$ cat src/rtl/fir_tm_pkg.sv
// Shared types and helpers for the time-multiplexed FIR MAC core.
// Holds the FSM state encoding, clog2, and the shift/saturate helpers used on the accumulator and output paths.
package fir_tm_pkg;

    typedef enum logic [1:0] {IDLE, MAC, DONE} state_t;

    function automatic int clog2(input int n);
        int r;
        r = 0;
        for (int i = 0; i < 31; i++) begin
            if ((1 << r) < n) r++;
        end
        return r;
    endfunction

    // Arithmetic right shift by 'drop' bits (floor), then clamp to a w-bit signed range.
    function automatic logic signed [63:0] sat_val(input logic signed [63:0] v,
                                                   input int drop, input int w);
        logic signed [63:0] s, hi, lo;
        s  = v >>> drop;
        hi = (64'sd1 <<< (w - 1)) - 64'sd1;
        lo = -hi - 64'sd1;
        if (s > hi)      return hi;
        else if (s < lo) return lo;
        else             return s;
    endfunction

    function automatic logic sat_flag(input logic signed [63:0] v,
                                      input int drop, input int w);
        return sat_val(v, drop, w) != (v >>> drop);
    endfunction

endpackage

$ cat src/rtl/fir_tm_sat_acc.sv
// Saturating accumulate-and-clear register.
// 'ovf' flags that the current accumulate step clamped.
module fir_tm_sat_acc
    import fir_tm_pkg::*;
#(
    parameter int W    = 20,
    parameter int WADD = 16
) (
    input  logic            clk,
    input  logic            rst,
    input  logic            clear,
    input  logic            en,
    input  logic [WADD-1:0] addend,
    output logic [W-1:0]    acc,
    output logic            ovf
);

    logic signed [63:0] sum_raw;

    always_comb begin
        sum_raw = 64'($signed(acc)) + 64'($signed(addend));
        ovf     = en & sat_flag(sum_raw, 0, W);
    end

    // NOTE: sequential state uses non-blocking assignments so every register samples pre-edge values.
    always_ff @(posedge clk) begin
        if (rst || clear) acc <= '0;
        else if (en)      acc <= W'(sat_val(sum_raw, 0, W));
    end

endmodule

$ cat src/rtl/fir_tm_mac.sv
// Time-multiplexed FIR core: one tap per clock through an external multiplier,
// saturating accumulation, one output strobe per accepted sample.
module fir_tm_mac
    import fir_tm_pkg::*;
#(
    parameter int NTAP = 8,
    parameter int WI   = 4,
    parameter int WF   = 4,
    parameter int WIP  = 8,
    parameter int WFP  = 8,
    parameter int WIA  = 12,
    parameter int WIO  = 8,
    parameter int WFO  = 4
) (
    input  logic                   clk,
    input  logic                   rst,
    input  logic                   in_valid,
    output logic                   in_ready,
    input  logic [WI+WF-1:0]       in_data,
    input  logic                   coef_we,
    input  logic [clog2(NTAP)-1:0] coef_addr,
    input  logic [WI+WF-1:0]       coef_wdata,
    output logic [WI+WF-1:0]       mul_a,
    output logic [WI+WF-1:0]       mul_b,
    input  logic [WIP+WFP-1:0]     mul_p,
    input  logic                   mul_ovf,
    output logic                   out_valid,
    output logic [WIO+WFO-1:0]     out_data,
    output logic                   out_ovf
);

    localparam int WS = WI + WF;
    localparam int WA = WIA + WFP;
    localparam int WO = WIO + WFO;
    localparam int AW = clog2(NTAP);

    state_t             state, state_nxt;
    logic [AW-1:0]      k;
    logic [WS-1:0]      x    [NTAP];
    logic [WS-1:0]      coef [NTAP];
    logic               ovf_sticky;
    logic [WA-1:0]      acc;
    logic               acc_ovf;
    logic               accept, in_mac, last_tap;
    logic signed [63:0] acc_wide;

    assign accept   = (state == IDLE) && in_valid;
    assign in_mac   = (state == MAC);
    assign last_tap = (k == AW'(NTAP - 1));
    assign acc_wide = 64'($signed(acc));

    always_ff @(posedge clk) begin
        if (rst) state <= IDLE;
        else     state <= state_nxt;
    end

    // NOTE: every output of this block gets a default first, so no path can infer a latch.
    always_comb begin
        state_nxt = state;
        in_ready  = 1'b0;
        out_valid = 1'b0;
        case (state)
            IDLE: begin
                in_ready = 1'b1;
                if (in_valid) state_nxt = MAC;
            end
            MAC:  if (last_tap) state_nxt = DONE;
            DONE: begin
                out_valid = 1'b1;
                state_nxt = IDLE;
            end
            default: state_nxt = IDLE;
        endcase
    end

    // NOTE: the delay line and coefficient bank are flop arrays with a real reset, not RAM.
    always_ff @(posedge clk) begin
        if (rst) begin
            k          <= '0;
            ovf_sticky <= 1'b0;
            for (int i = 0; i < NTAP; i++) x[i] <= '0;
        end else if (accept) begin
            x[0]       <= in_data;
            for (int i = 1; i < NTAP; i++) x[i] <= x[i-1];
            k          <= '0;
            ovf_sticky <= 1'b0;
        end else if (in_mac) begin
            ovf_sticky <= ovf_sticky | mul_ovf | acc_ovf;
            if (!last_tap) k <= k + 1'b1;
        end
    end

    // A write lands at the edge, so a same-cycle read of that tap still sees the old value.
    always_ff @(posedge clk) begin
        if (rst) begin
            for (int i = 0; i < NTAP; i++) coef[i] <= '0;
        end else if (coef_we) begin
            coef[coef_addr] <= coef_wdata;
        end
    end

    assign mul_a = in_mac ? x[k]    : '0;
    assign mul_b = in_mac ? coef[k] : '0;

    fir_tm_sat_acc #(.W(WA), .WADD(WIP + WFP)) u_acc (
        .clk    (clk),
        .rst    (rst),
        .clear  (accept),
        .en     (in_mac),
        .addend (mul_p),
        .acc    (acc),
        .ovf    (acc_ovf)
    );

    assign out_data = out_valid ? WO'(sat_val(acc_wide, WFP - WFO, WO)) : '0;
    assign out_ovf  = out_valid & (ovf_sticky | sat_flag(acc_wide, WFP - WFO, WO));

endmodule
$ cat config.mk
export PLATFORM = sky130hd
export DESIGN_NAME = fir_tm_mac
export DESIGN_NICKNAME = d
export VERILOG_FILES = /design/src/rtl/fir_tm_pkg.sv /design/src/rtl/fir_tm_sat_acc.sv /design/src/rtl/fir_tm_mac.sv
export SDC_FILE = /design/constraint.sdc
export NUM_CORES = 1
export LEC_CHECK = 0
export CAP_MARGIN = 5
export CELL_PAD_IN_SITES_DETAIL_PLACEMENT = 1
export CELL_PAD_IN_SITES_GLOBAL_PLACEMENT = 2
export CORE_MARGIN = 2
export CORE_UTILIZATION = 30
export DETAILED_ROUTE_END_ITERATION = 7
export PLACE_DENSITY = 0.68
export SYNTH_ARGS = -nofsm -noshare
export SYNTH_HDL_FRONTEND = slang
export SYNTH_SLANG_ARGS = --single-unit
$ cat constraint.sdc
create_clock -name clk -period 2.6 [get_ports clk]
set_input_delay 0.52 -clock clk [delete_from_list [all_inputs] [get_ports clk]]
set_output_delay 0.52 -clock clk [all_outputs]
set_load 0.005 [all_outputs]
---- Yosys cells after proc, flatten, opt, wreduce, memory -nomap -nowiden ----
Memory sizes are Yosys's and may differ from the RTL's. A register that Yosys moved wholly into a read port is not among the register bits.
Index checks and enable logic that the tools add are counted.
storage, ports and cells
  output and inout port bits .............. 31
  input port bits ......................... 40
  register bits after elaboration ......... 26
  word-level logic and storage cells ...... 75
  bits in writable memories ............... 128
  memories ................................ 2
memory list
  memory  depth  bits a word  read ports  clocked after Yosys merged registers in  write ports  RTL line          text
  coef    8      8            1           1                                        8            fir_tm_mac.sv:40  logic [WS-1:0] coef [NTAP];
  x       8      8            8           1                                        8            fir_tm_mac.sv:39  logic [WS-1:0] x [NTAP];
cells by class
  multiplexer cells ....................... 35
  equal/unequal tests ..................... 7
  bitwise operators ....................... 14
  magnitude comparators ................... 4
  reduce and logical (&&, ||, !) cells .... 7
  add/sub/neg operators ................... 2
operators by type and width
  cell                                                           number
  2-to-1 mux 64 bit                                              4
  2-to-1 mux 8 bit                                               11
  > comparator 64 x 20 -> 1 bit (second input constant)          1
  less-than comparator 64 x 20 -> 1 bit (second input constant)  1
  != test 64 x 16 -> 1 bit                                       1
  != test 64 bit                                                 1
  adder 20 x 16 -> 21 bit                                        1
  > comparator 16 x 12 -> 1 bit (second input constant)          1
  less-than comparator 16 x 12 -> 1 bit (second input constant)  1
  2-to-1 mux 3 bit                                               5
  2-to-1 mux 12 bit                                              1
  2-to-1 mux 1 bit                                               11
  bitwise OR 1 bit                                               11
  OR reduction 8 bit                                             1
  2-to-1 mux 2 bit                                               2
  case mux 2 bit (2 select lines)                                1
  AND reduction 2 bit                                            2
  adder 3 x 1 -> 3 bit (second input constant)                   1
  equality test 3 bit (second input constant)                    1
  bitwise AND 1 bit                                              2
  equality test 2 x 1 -> 1 bit (second input constant)           1
  equality test 2 bit (second input constant)                    1
  logical NOT 2 bit                                              1
  != test 2 x 1 -> 1 bit (second input constant)                 1
  other kinds (5)                                                5

---- Longest topological paths before layout ----
Gate-level depths: netlist of run 1.
  depth in word-level cells ............... 7
  gate-level depth with buffers ........... 11
  depth with buffers taken out ............ 10

---- Cells and area by module ----
A second synthesis of run 1 with hierarchy kept.
second synthesis, totals
  cell total of the unflattened synthesis .. 651
  area, all modules ....................... 8,293.0 sq um
by module, submodules not included
  module          seq. area each (sq um)  area an instance (sq um)  times used  cells an instance
  fir_tm_mac      4,023.9                 6,386.1                   1           420
  fir_tm_sat_acc  400.4                   1,906.8                   1           231

---- Worst setup path before layout of run 1 ----
OpenSTA, ideal clock, no wires.
  kind .................................... input-to-reg
  start point ............................. in mul_p[0]
  end point ............................... reg u_acc.acc[16]
  buffers on the path ..................... 1
  data required time ...................... 2,530 ps
  stages on the path ...................... 11
  setup time .............................. 70 ps
  arrival ................................. 2,607 ps
  path slack .............................. -77 ps
  cells stage by stage .................... ha_1 -> inv_1 -> fa_1 -> nand2b_1 -> a21oi_1 -> o21ai_1 -> o211ai_1 -> o311ai_1 -> clkbuf_1 -> maj3_1 -> a21oi_1
on the way
  cells in the longest elaborated chain, start to end .. 4
  elaborated cells on any way between the ends .. 5
  those cells by class .................... 1 x add/sub; 2 x order compare; 2 x mux
ends and longest elaborated chain
  item                                   RTL line              text
  start: declaration                     fir_tm_mac.sv:25      input logic [WIP+WFP-1:0] mul_p,
  adder 20 x 16 -> 21 bit *              fir_tm_sat_acc.sv:21  sum_raw = 64'($signed(acc)) + 64'($signed(addend));
  less-than comparator 64 x 20 -> 1 bit  fir_tm_pkg.sv:24      else if (s < lo) return lo;
  2-to-1 mux 64 bit                      fir_tm_pkg.sv:24
  2-to-1 mux 64 bit *                    --
  end signal: assignment                 fir_tm_sat_acc.sv:28  else if (en) acc <= W'(sat_val(sum_raw, 0, W));
  end: declaration                       fir_tm_sat_acc.sv:14  output logic [W-1:0] acc,
Mark *: on every way between the ends. The rest lies on a longest branch, timed or not.
A chain may end at the register's enable or synchronous reset.

---- Final worst setup path of run 1 ----
  start point ............................. in mul_p[10]
  end point ............................... reg u_acc.acc[11]
The elaborated chain is that of the path after synthesis.

==> results.ini, run 1 <==
[power_and_ir_drop]
power.density_nw_per_um2 = 602
ir_drop_mv = 0.452
intPower_mw = 4.94
power_leakage_nw = 4.26
p_clk_share_pct = 35.2
seq_power_share_pct = 44.2
switching_share_pct = 27.3
pwr-share-comb_pct = 20.6
power_mw = 6.80
p_switching_mw = 1.85

[grt]
grt_pass1_wl_mm = 37.8
grt_max_degree = 48
track_usage_pct = 17.0
grt_pass1_vias = 6801
grt_overflow = 0
antenna_found_initial = 0

[final_layout]
final_cell_count_no_fill = 1240
antenna_cells = 0
nFillCells = 2918
fin_nets = 913
synthToLayoutAreaGrowth_pct = 34.3
drive_gt1_share_pct = 31.7
final_util_pct = 40.7

[critical_path]
worstReg2RegStart = u_acc.acc[0]
crit_path_end_kind = flip-flop
ff2ff_path_depth = 12
cp_data_arrival_time_ps = 2940
regToRegSetupSlack_ps = 70
required_ps = 2960
crit-reg2reg-capture = u_acc.acc[11]
worstSetupPathType = input pin to flip-flop
cp-start-kind = input pin
worstPathMaxFanout = 5

[clock_tree]
clk_latency_ps = 420
cts_tree = built
clkSlewWorstSetupHoldPaths_ps = 70
cts_sinks = 157
root_buffer = clkbuf_16
clockBufferDepth = 2
numCtsBuffers = 17
h-tree-depth = 4

[logic_synthesis]
synthFlopType = edfxtp_1
async_flop_share_pct = 0
synth_warnings = 0
synth_top_area_cell = edfxtp_1
synthTopCellsByArea = edfxtp_1 46%, mux4_2 8.6%, and2_1 8.4%
netlist_area_um2 = 8400
avgSynthCellArea_um2 = 12.3
synthDistinctLibCells = 57
synth-seq-cells = 157
yosysSeqAreaShare_pct = 52.7
synthDominantCellAreaShare_pct = 45.7
synth_edf_count = 128
synth_nets = 749
synth_cells = 685

[timing]
finClkSkew_ps = 9.54
finalCritPeriodShare_pct = 99.5
min_period_ps = 2590
worst_slew_pin_slew_ps = 530
whs_ps = 528
setup_tns_ps = 0
hold_viol = 0
slew_viol_final = 0
slew_headroom_pct = 64.6
max_freq_ghz = 0.387
rsz0062_at_grt = yes
setup_viol = 0

[die]
dieArea_um2 = 29400
rows = 61
start_util_pct = 30.3
die_y_um = 171
io_pins = 71
core_area_um2 = 27700
die_x_um = 171

[worst_hold_path]
holdPathStages = 2
worstHoldStart = k[2]
hp-class = flip-flop to flip-flop

[routing]
wl_per_cell_um = 19.0
antenna_left = 0
via_per_inst = 4.86
first_pass_iters = 4
drc = 0
num_vias = 6031
drtIter0Drc = 272
drt_wl_total_mm = 23.6

[place]
port_buffers = 70
place_inst = 1180
gp_congestion = 0.798
hpwl_mm = 16.1

[run_status]
status = finished clean

[job]
maxCapViolCount = 0

[metrics by stage]
step / area, µm² / setup WS [ps]
6_report: 11300 / 13.7
5_1_grt: 11300 / -50.4
2_1_floorplan: 8460 / 29.6
3_5_place_dp: 10200 / -813
3_3_place_gp: 10200 / -739
4_1_cts: 11200 / -80.7
[worst max-delay path: stages]
cell and delay (ps):
clkdlybuf4s50_1 410, ha_1 300, buf_4 140, and3_1 210, nand3_2 100, o211ai_1 280
o311ai_4 220, buf_6 180, buf_6 130, maj3_2 310, a21oi_2 140
[cell usage after synthesis (all sizes together) (10+ instances only)]
master	n
a21oi	52
and2	113
clkbuf	29
dfxtp	29
edfxtp	128
ha	23
maj3	19
mux2i	17
mux4	32
nand2	18
nand2b	19
nor2	36
nor2b	18
o21ai	31
or2	10
xnor2	11
[power by group through the flow]
| stage | clock, mW | combinational, mW | sequential [mW] |
|---|---|---|---|
| CTS | 2.45 | 1.38 | 3.00 |
| global route | 2.56 | 1.52 | 3.02 |
| detailed placement | 0 | 1.20 | 3.05 |
| finish | 2.40 | 1.40 | 3.00 |
| global placement | 0 | 1.16 | 3.03 |
| floorplan | 0 | 0.732 | 3.01 |
[cell type report]
| class | instances | area [µm²] | area share (%) |
|---|---|---|---|
| clock buffer | 17 | 425 | 3.77 |
| inverter | 9 | 37.5 | 0.333 |
| tap | 378 | 473 | 4.19 |
| timing repair buffer | 177 | 1620 | 14.3 |
| multi-input combinational | 487 | 4160 | 36.8 |
| clock inverter | 15 | 139 | 1.23 |
| sequential | 157 | 4440 | 39.3 |
[metal layers]
layer | global-route usage (%) | share of wire (%) | vias up
met3 | 2.67 | 2.3 | 27
met4 | 5.53 | 2.0 | 0
met2 | 30.2 | 53 | 97
li1 | - | - | 2872
met1 | 21.0 | 43 | 3035
met5 | 0 | 0 | -
[how the worst max path moves through the flow]
| stage | from | endpoint | slack [ps] | depth (start not counted) |
|---|---|---|---|---|
| finish | mul_p[10] | u_acc.acc[11] | 10 | 11 |
| global route | mul_p[4] | u_acc.acc[11] | -50 | 11 |
| CTS | flip-flop | mul_b[0] | -80 | 8 |
| detailed placement | mul_p[1] | u_acc.acc[11] | -810 | 9 |
| global placement | mul_p[1] | u_acc.acc[11] | -740 | 9 |
| floorplan | mul_p[0] | u_acc.acc[16] | 30 | 11 |
[kinds of logic (layout without fill, tap and decap cells)]
| group | after synthesis | after routing | synth area share, % |
|---|---|---|---|
| compound gates | 126 | 126 | 9.75 |
| simple gates | 249 | 252 | 17.0 |
| flops | 157 | 157 | 52.7 |
| fa+ha+maj | 43 | 43 | 6.08 |
| buf+inv | 44 | 218 | 2.16 |
| mux | 49 | 49 | 10.6 |
| xor+xnor | 17 | 17 | 1.77 |
[cells in the final DEF (no fill, tap or decap), types with 18 or more instances in the layout]
| cell | count |
|---|---|
| clkdlybuf4s50_1 | 34 |
| buf_4 | 91 |
| nand2_1 | 18 |
| and2_1 | 112 |
| mux4_2 | 32 |
| edfxtp_1 | 128 |
| nand2b_1 | 18 |
| a21oi_1 | 37 |
| dfxtp_1 | 24 |
| nor2_1 | 34 |
| o21ai_0 | 27 |
[repair_timing]
action	in CTS	in global routing
hold buffers	0	0
gates resized for setup	95	41
pin swaps	27	16
gates cloned	8	0
setup buffers	15	8
endpoints found under the setup margin	47	35
endpoints found under the hold margin	0	0
[flip-flops by register name, summed over array words and instances (netlist names), named ones only]
| register | flops |
|---|---|
| state | 2 |
| x | 64 |
| k | 3 |
| ovf_sticky | 1 |
| u_acc.acc | 20 |
| coef | 64 |
(Power assumes the default switching activity.)
==> run 2: changes to the inputs <==
CAP_MARGIN = 20   (was 5)
==> results of run 2 <==
No change in the layout: final DEF, timing and power equal those of run 1.
